**src/rtl/periph_pwm_multi_pkg.sv**
```systemverilog
// Shared register-map and CTRL bit-position constants for the multi-channel PWM peripheral.
package periph_pwm_pkg;

  localparam int unsigned ADDR_CTRL      = 32'd0;
  localparam int unsigned ADDR_PERIOD    = 32'd1;
  localparam int unsigned ADDR_STATUS    = 32'd2;
  localparam int unsigned ADDR_DUTY_BASE = 32'd4;

  localparam int unsigned RUN_BIT   = 32'd31;
  localparam int unsigned IRQEN_BIT = 32'd30;
  localparam int unsigned POL_LSB   = 32'd16;

endpackage

```
**src/rtl/periph_pwm_multi_channel.sv**
```systemverilog
// One PWM channel: duty shadow/active pair plus the registered compare against the shared counter.
module pwm_channel #(
  parameter int W = 16
) (
  input  logic         clk,
  input  logic         rst,
  input  logic [W-1:0] cnt_i,
  input  logic         wrap_i,
  input  logic         run_i,
  input  logic         en_i,
  input  logic         pol_i,
  input  logic         wr_i,
  input  logic [W-1:0] data_i,
  output logic [W-1:0] duty_s_o,
  output logic         pwm_o
);

  logic [W-1:0] duty_s_q, duty_s_d;
  logic [W-1:0] duty_a_q, duty_a_d;
  logic         pwm_q, pwm_d;

  // Next-state: shadow capture, boundary-only active update, compare.
  always_comb begin
    duty_s_d = duty_s_q;
    duty_a_d = duty_a_q;
    pwm_d    = pwm_q;
    if (wr_i) begin
      duty_s_d = data_i;
    end else begin
      duty_s_d = duty_s_q;
    end
    // Stopped channels track the shadow so a fresh start uses the latest duty.
    if (!run_i || wrap_i) begin
      duty_a_d = duty_s_q;
    end else begin
      duty_a_d = duty_a_q;
    end
    if (run_i && en_i) begin
      pwm_d = (cnt_i < duty_a_q) ^ pol_i;
    end else begin
      pwm_d = pol_i;
    end
  end

  // State registers with synchronous reset.
  always_ff @(posedge clk) begin
    if (rst) begin
      duty_s_q <= '0;
      duty_a_q <= '0;
      pwm_q    <= 1'b0;
    end else begin
      duty_s_q <= duty_s_d;
      duty_a_q <= duty_a_d;
      pwm_q    <= pwm_d;
    end
  end

  assign duty_s_o = duty_s_q;
  assign pwm_o    = pwm_q;

endmodule

```
**src/rtl/periph_pwm_multi.sv**
```systemverilog
// Memory-mapped multi-channel PWM: register decode, CTRL, shared period counter, wrap flag and irq.
module periph_pwm_multi
  import periph_pwm_pkg::*;
#(
  parameter  int CH = 4,
  parameter  int W  = 16,
  localparam int AW = $clog2(CH + 4)
) (
  input  logic          clk,
  input  logic          rst,
  input  logic [AW-1:0] addr,
  input  logic [31:0]   wrdata,
  input  logic          write,
  output logic [31:0]   rddata,
  output logic [CH-1:0] pwm,
  output logic          co,
  output logic          irq
);

  logic [31:0]   addr_w;
  logic          wr_ctrl_s, wr_period_s, wr_status_s;
  logic [CH-1:0] wr_duty_s;
  logic          wrap_s;
  logic [W-1:0]  duty_s [CH];
  logic [W-1:0]  duty_rd_s;
  logic          unused_wrdata_s;

  logic [CH-1:0] en_q, en_d;
  logic [CH-1:0] pol_q, pol_d;
  logic          irqen_q, irqen_d;
  logic          run_q, run_d;
  logic [W-1:0]  period_s_q, period_s_d;
  logic [W-1:0]  period_a_q, period_a_d;
  logic [W-1:0]  cnt_q, cnt_d;
  logic          status_q, status_d;

  assign addr_w          = 32'(addr);
  assign unused_wrdata_s = ^wrdata;
  assign wrap_s          = run_q && (cnt_q == period_a_q);

  // Write-strobe decode, one strobe per register.
  always_comb begin
    wr_ctrl_s   = write && (addr_w == ADDR_CTRL);
    wr_period_s = write && (addr_w == ADDR_PERIOD);
    wr_status_s = write && (addr_w == ADDR_STATUS);
    wr_duty_s   = '0;
    for (int i = 0; i < CH; i++) begin
      wr_duty_s[i] = write && (addr_w == ADDR_DUTY_BASE + 32'(i));
    end
  end

  // Next-state for CTRL, period pair, counter and sticky wrap flag.
  always_comb begin
    en_d       = en_q;
    pol_d      = pol_q;
    irqen_d    = irqen_q;
    run_d      = run_q;
    period_s_d = period_s_q;
    period_a_d = period_a_q;
    cnt_d      = cnt_q;
    status_d   = status_q;
    if (wr_ctrl_s) begin
      en_d    = wrdata[CH-1:0];
      pol_d   = wrdata[POL_LSB +: CH];
      irqen_d = wrdata[IRQEN_BIT];
      run_d   = wrdata[RUN_BIT];
    end else begin
      en_d    = en_q;
      pol_d   = pol_q;
      irqen_d = irqen_q;
      run_d   = run_q;
    end
    if (wr_period_s) begin
      period_s_d = wrdata[W-1:0];
    end else begin
      period_s_d = period_s_q;
    end
    if (!run_q || wrap_s) begin
      period_a_d = period_s_q;
    end else begin
      period_a_d = period_a_q;
    end
    if (!run_q || wrap_s) begin
      cnt_d = '0;
    end else begin
      cnt_d = cnt_q + {{(W-1){1'b0}}, 1'b1};
    end
    // A wrap in the same cycle as a clear keeps the flag set.
    if (wrap_s) begin
      status_d = 1'b1;
    end else if (wr_status_s && wrdata[0]) begin
      status_d = 1'b0;
    end else begin
      status_d = status_q;
    end
  end

  // Control/status registers with synchronous reset.
  always_ff @(posedge clk) begin
    if (rst) begin
      en_q       <= '0;
      pol_q      <= '0;
      irqen_q    <= 1'b0;
      run_q      <= 1'b0;
      period_s_q <= '0;
      period_a_q <= '0;
      cnt_q      <= '0;
      status_q   <= 1'b0;
    end else begin
      en_q       <= en_d;
      pol_q      <= pol_d;
      irqen_q    <= irqen_d;
      run_q      <= run_d;
      period_s_q <= period_s_d;
      period_a_q <= period_a_d;
      cnt_q      <= cnt_d;
      status_q   <= status_d;
    end
  end

  for (genvar g = 0; g < CH; g++) begin : g_ch
    pwm_channel #(.W(W)) u_ch (
      .clk      (clk),
      .rst      (rst),
      .cnt_i    (cnt_q),
      .wrap_i   (wrap_s),
      .run_i    (run_q),
      .en_i     (en_q[g]),
      .pol_i    (pol_q[g]),
      .wr_i     (wr_duty_s[g]),
      .data_i   (wrdata[W-1:0]),
      .duty_s_o (duty_s[g]),
      .pwm_o    (pwm[g])
    );
  end

  // Duty readback select; out-of-range addresses fall through to zero.
  always_comb begin
    duty_rd_s = '0;
    for (int i = 0; i < CH; i++) begin
      if (addr_w == ADDR_DUTY_BASE + 32'(i)) begin
        duty_rd_s = duty_s[i];
      end else begin
        duty_rd_s = duty_rd_s;
      end
    end
  end

  // Combinational read mux.
  always_comb begin
    rddata = 32'd0;
    case (addr_w)
      ADDR_CTRL: begin
        rddata[CH-1:0]         = en_q;
        rddata[POL_LSB +: CH]  = pol_q;
        rddata[IRQEN_BIT]      = irqen_q;
        rddata[RUN_BIT]        = run_q;
      end
      ADDR_PERIOD: rddata[W-1:0] = period_s_q;
      ADDR_STATUS: rddata[0]     = status_q;
      default:     rddata[W-1:0] = duty_rd_s;
    endcase
  end

  assign co  = wrap_s;
  assign irq = status_q && irqen_q;

endmodule

```
**config.mk**
```make
export PLATFORM = sky130hd
export DESIGN_NAME = periph_pwm_multi
export DESIGN_NICKNAME = d
export VERILOG_FILES = /design/src/rtl/periph_pwm_multi_pkg.sv /design/src/rtl/periph_pwm_multi_channel.sv /design/src/rtl/periph_pwm_multi.sv
export SDC_FILE = /design/constraint.sdc
export NUM_CORES = 1
export LEC_CHECK = 0
export BUFFER_PORTS_ARGS = -buffer_cell sky130_fd_sc_hd__buf_4
export CAP_MARGIN = 30
export CELL_PAD_IN_SITES_DETAIL_PLACEMENT = 0
export CELL_PAD_IN_SITES_GLOBAL_PLACEMENT = 2
export CORE_MARGIN = 4
export CORE_UTILIZATION = 33
export CTS_CLUSTER_SIZE = 40
export DETAILED_ROUTE_END_ITERATION = 8
export PLACE_DENSITY_LB_ADDON = 0.1
export SLEW_MARGIN = 20
export SYNTH_ARGS = -nofsm -noshare
export SYNTH_HDL_FRONTEND = slang
export SYNTH_SLANG_ARGS = --single-unit
```
**constraint.sdc**
```tcl
create_clock -name clk -period 1.7 [get_ports clk]
set_input_delay 0.34 -clock clk [delete_from_list [all_inputs] [get_ports clk]]
set_output_delay 0.34 -clock clk [all_outputs]
set_load 0.01 [all_outputs]
```
==> flow_summary.yaml <==
pwr:
  p_leak_nw: 6.11
  vdd_drop_max_uv: 568
  power_density_mw_per_mm2: 695
logic_synthesis:
  synth_cell_types: 40
  synth_edf_count: 0
  mappedNetlistArea_mm2: 0.00947
  yosysSeqAreaShare_pct: 40.4
  synth_area_leader_cell: "dfxtp_1"
  synth_top_area_share_pct: 40.4
  synth.area.top_cells: "dfxtp_1 (40%), mux2i_1 (10%), nand2_1 (8.8%)"
  ys_ff_latch: 191
  async_flop_share_pct: 0
  yosysWarnings: 0
  synth_flop_cell: "dfxtp_1"
  syn_inst: 1122
  avgSynthCellArea_um2: 8.44
drt:
  drc: 0
  viasPerCell: 4.81
  wl_per_cell_um: 19.2
  totalWireLength_um: 34100
  drtIter0Drc: 554
  antenna_left: 0
  vias: 8549
  dr.pass1.iters: 5
global_route:
  grt_max_degree: 103
  grt_use_total_pct: 21.8
  grt_pass1_vias: 8393
  grt_pass1_wl_um: 51300
  grt_antenna_before_repair: 0
  grt-ovfl-total: 0
cells_and_area:
  fill_cells: 2751
  register_area_mm2: 0.00400
  n_antenna_cell: 0
  stdcell_count: 1778
  fin_nets: 1486
  area_growth_pct: 45.2
  stdcell_area_mm2: 0.0137
  layout-drive-gt1-share_pct: 37.4
  final_core_util_pct: 49.1
  multi_input_area_mm2: 0.00561
timing:
  fmax_mhz: 448
  setup_viol: 109
  setup_slack_ns: -0.531
  min_period_over_period_pct: 131
  slew_viol_final: 0
  hold_ws_ns: 0.145
  tightest_slew_ns: 0.509
  relSlewSlack_pct: 66.1
  hold_viol: 0
  layout_min_cycle_time_ns: 2.23
  rsz0062_at_grt: "yes"
  skew_ns: 0.0325
floorplanning:
  io_pins: 76
  rows: 61
  core_area_mm2: 0.0280
  initial_utilization_pct: 33.8
  fp.dieH_um: 177
  die_w_um: 177
  fp.dieArea_mm2: 0.0315
run_status:
  violations: "setup timing"
  outcome: "finished with violations"
placed_design:
  dpl.cell_count: 1677
  numPortBuffers: 55
  dpl_cell_area_mm2: 0.0116
  place_hpwl_um: 24500
  place.gp.congestion: 0.815
clock_tree:
  cts_tree: "done"
  clk_pin_slew_ns: 0.09
  clockRootBuffer: "clkbuf_16"
  insertion_delay_ns: 0.45
  htree_levels: 4
  cts_buffers: 17
  cts_buffer_depth: 2
  cts.sinks: 191
setup_path:
  cp_common_cell: "buf_12"
  crit_slowest_cell: "dfxtp_4"
  cp_max_fo: 7
  cp-end-kind: "register"
  arrival_ns: 2.54
  crit_type: "register to register"
  crit_required_ns: 2.01
  path_cells: "buf_6, xnor2_2, nand4_1, buf_4, o41ai_4, buf_4, buf_12, buf_12, buf_12, mux2i_2, nor2_1"
  startpoint_type: "register"
  slowest_delay_ns: 0.37
job:
  maxCapViolCount: 0
hold_path:
  hold_path.class: "input pin to register"
-- final cells by class --
cell class	instances	area share [%]
clock inverters	14	1.35
inverters	67	1.83
well taps	378	3.44
multi-input cells	797	40.8
flip-flops and latches	191	29.1
repair buffers	313	20.4
clock buffers	18	3.12
-- final timing paths --
check                           cells past startpoint       start                         to  slack [ns]
worst max-delay path                               11    cnt_q[7]  g_ch[1].u_ch.duty_a_q[15]       -0.53
worst max register to register                     11    cnt_q[7]  g_ch[1].u_ch.duty_a_q[15]       -0.53
worst min-delay path                                3  wrdata[16]                   pol_q[0]        0.14
worst min register to register                      2     irqen_q                    irqen_q        0.46
-- worst max-delay path, delay by kind of cell (launching register included) --
kind	cells	cell delay [ns]
buffers and inverters	6	0.86
AND/OR/NAND/NOR	2	0.22
multiplexers	1	0.22
XOR/XNOR	1	0.10
AO/OA/AOI/OAI	1	0.34
flip-flops	1	0.37
-- flip-flops by register name, summed over array words and instances, names as in the netlist --
register	cells
period_s_q	16
g_ch.u_ch.pwm_o	4
g_ch.u_ch.duty_s_o	64
cnt_q	16
status_q	1
pol_q	4
en_q	4
period_a_q	16
run_q	1
irqen_q	1
g_ch.u_ch.duty_a_q	64
-- cell usage in the layout (no fill, tap or decap), types with 24 or more instances in the layout --
cell and n:
a21oi_1 104, buf_6 34, dfxtp_4 33, nand2_1 209, nor2_1 108, mux2i_1 94
dfxtp_1 119, ha_1 44, inv_1 65, a22o_1 24, dfxtp_2 39, buf_4 252
-- cells by family (layout without fill, tap and decap cells) --
group / count (synthesis) / count (layout) / share of synthesized area [%]
other: 1 / 10 / 0.0396
adders and majority gates: 61 / 61 / 8.06
and+or+nand+nor: 414 / 415 / 18.2
muxes: 104 / 104 / 11.6
buffers and inverters: 144 / 412 / 7.95
xor gates and xnor gates: 30 / 30 / 2.77
DFF: 191 / 191 / 40.4
AOI/OAI and AO/OA: 177 / 177 / 11.1
-- report_power, final --
group / switching, mW / leakage (nW) / internal [mW]
registers: 0.0558 / 1.59 / 4.50
clock network: 2.12 / 0.295 / 2.01
logic: 0.474 / 4.23 / 0.398
-- timing repair --
item | in CTS | in global routing
gates cloned | 8 | 0
endpoints found under the setup margin | 123 | 124
pin swaps | 65 | 31
buffers inserted | 62 | 18
resized for setup | 225 | 70
hold buffers | 0 | 0
hold endpoints to repair | 0 | 0
-- through the flow --
step / power [mW] / setup slack, ns / TNS (ns)
finish: 9.56 / -0.531 / -39.85
detailed placement: 5.42 / -0.544 / -40.03
global placement: 5.42 / -0.527 / -38.30
global route: 9.92 / -0.678 / -51.32
CTS: 9.71 / -0.567 / -45.14
floorplan: 5.04 / -0.0893 / -7.86
-- metal layers --
layer | up-vias | GRT usage [%] | part of all wire [%]
li1 | 4291 | - | -
met1 | 4090 | 32.8 | 51
met2 | 148 | 33.2 | 44
met3 | 20 | 3.26 | 3.9
met4 | 0 | 4.38 | 1.2
met5 | - | 0 | 0
-- cells in the mapped netlist (all sizes together), types with 3 or more instances --
cell type / instances
nand3: 18
xnor2: 21
nor4: 6
ha: 61
a2111oi: 8
dfxtp: 191
xor2: 9
a22o: 24
buf: 35
mux2i: 96
and2: 11
nor3: 10
nand2: 223
a22oi: 5
nand3b: 4
mux2: 4
o21ai: 27
nand2b: 4
mux4: 4
nand4: 8
clkbuf: 42
nor2b: 5
a21oi: 107
inv: 67
nor2: 116
and3: 3
a41oi: 4
Note: power is estimated with default switching activity, not from simulation.
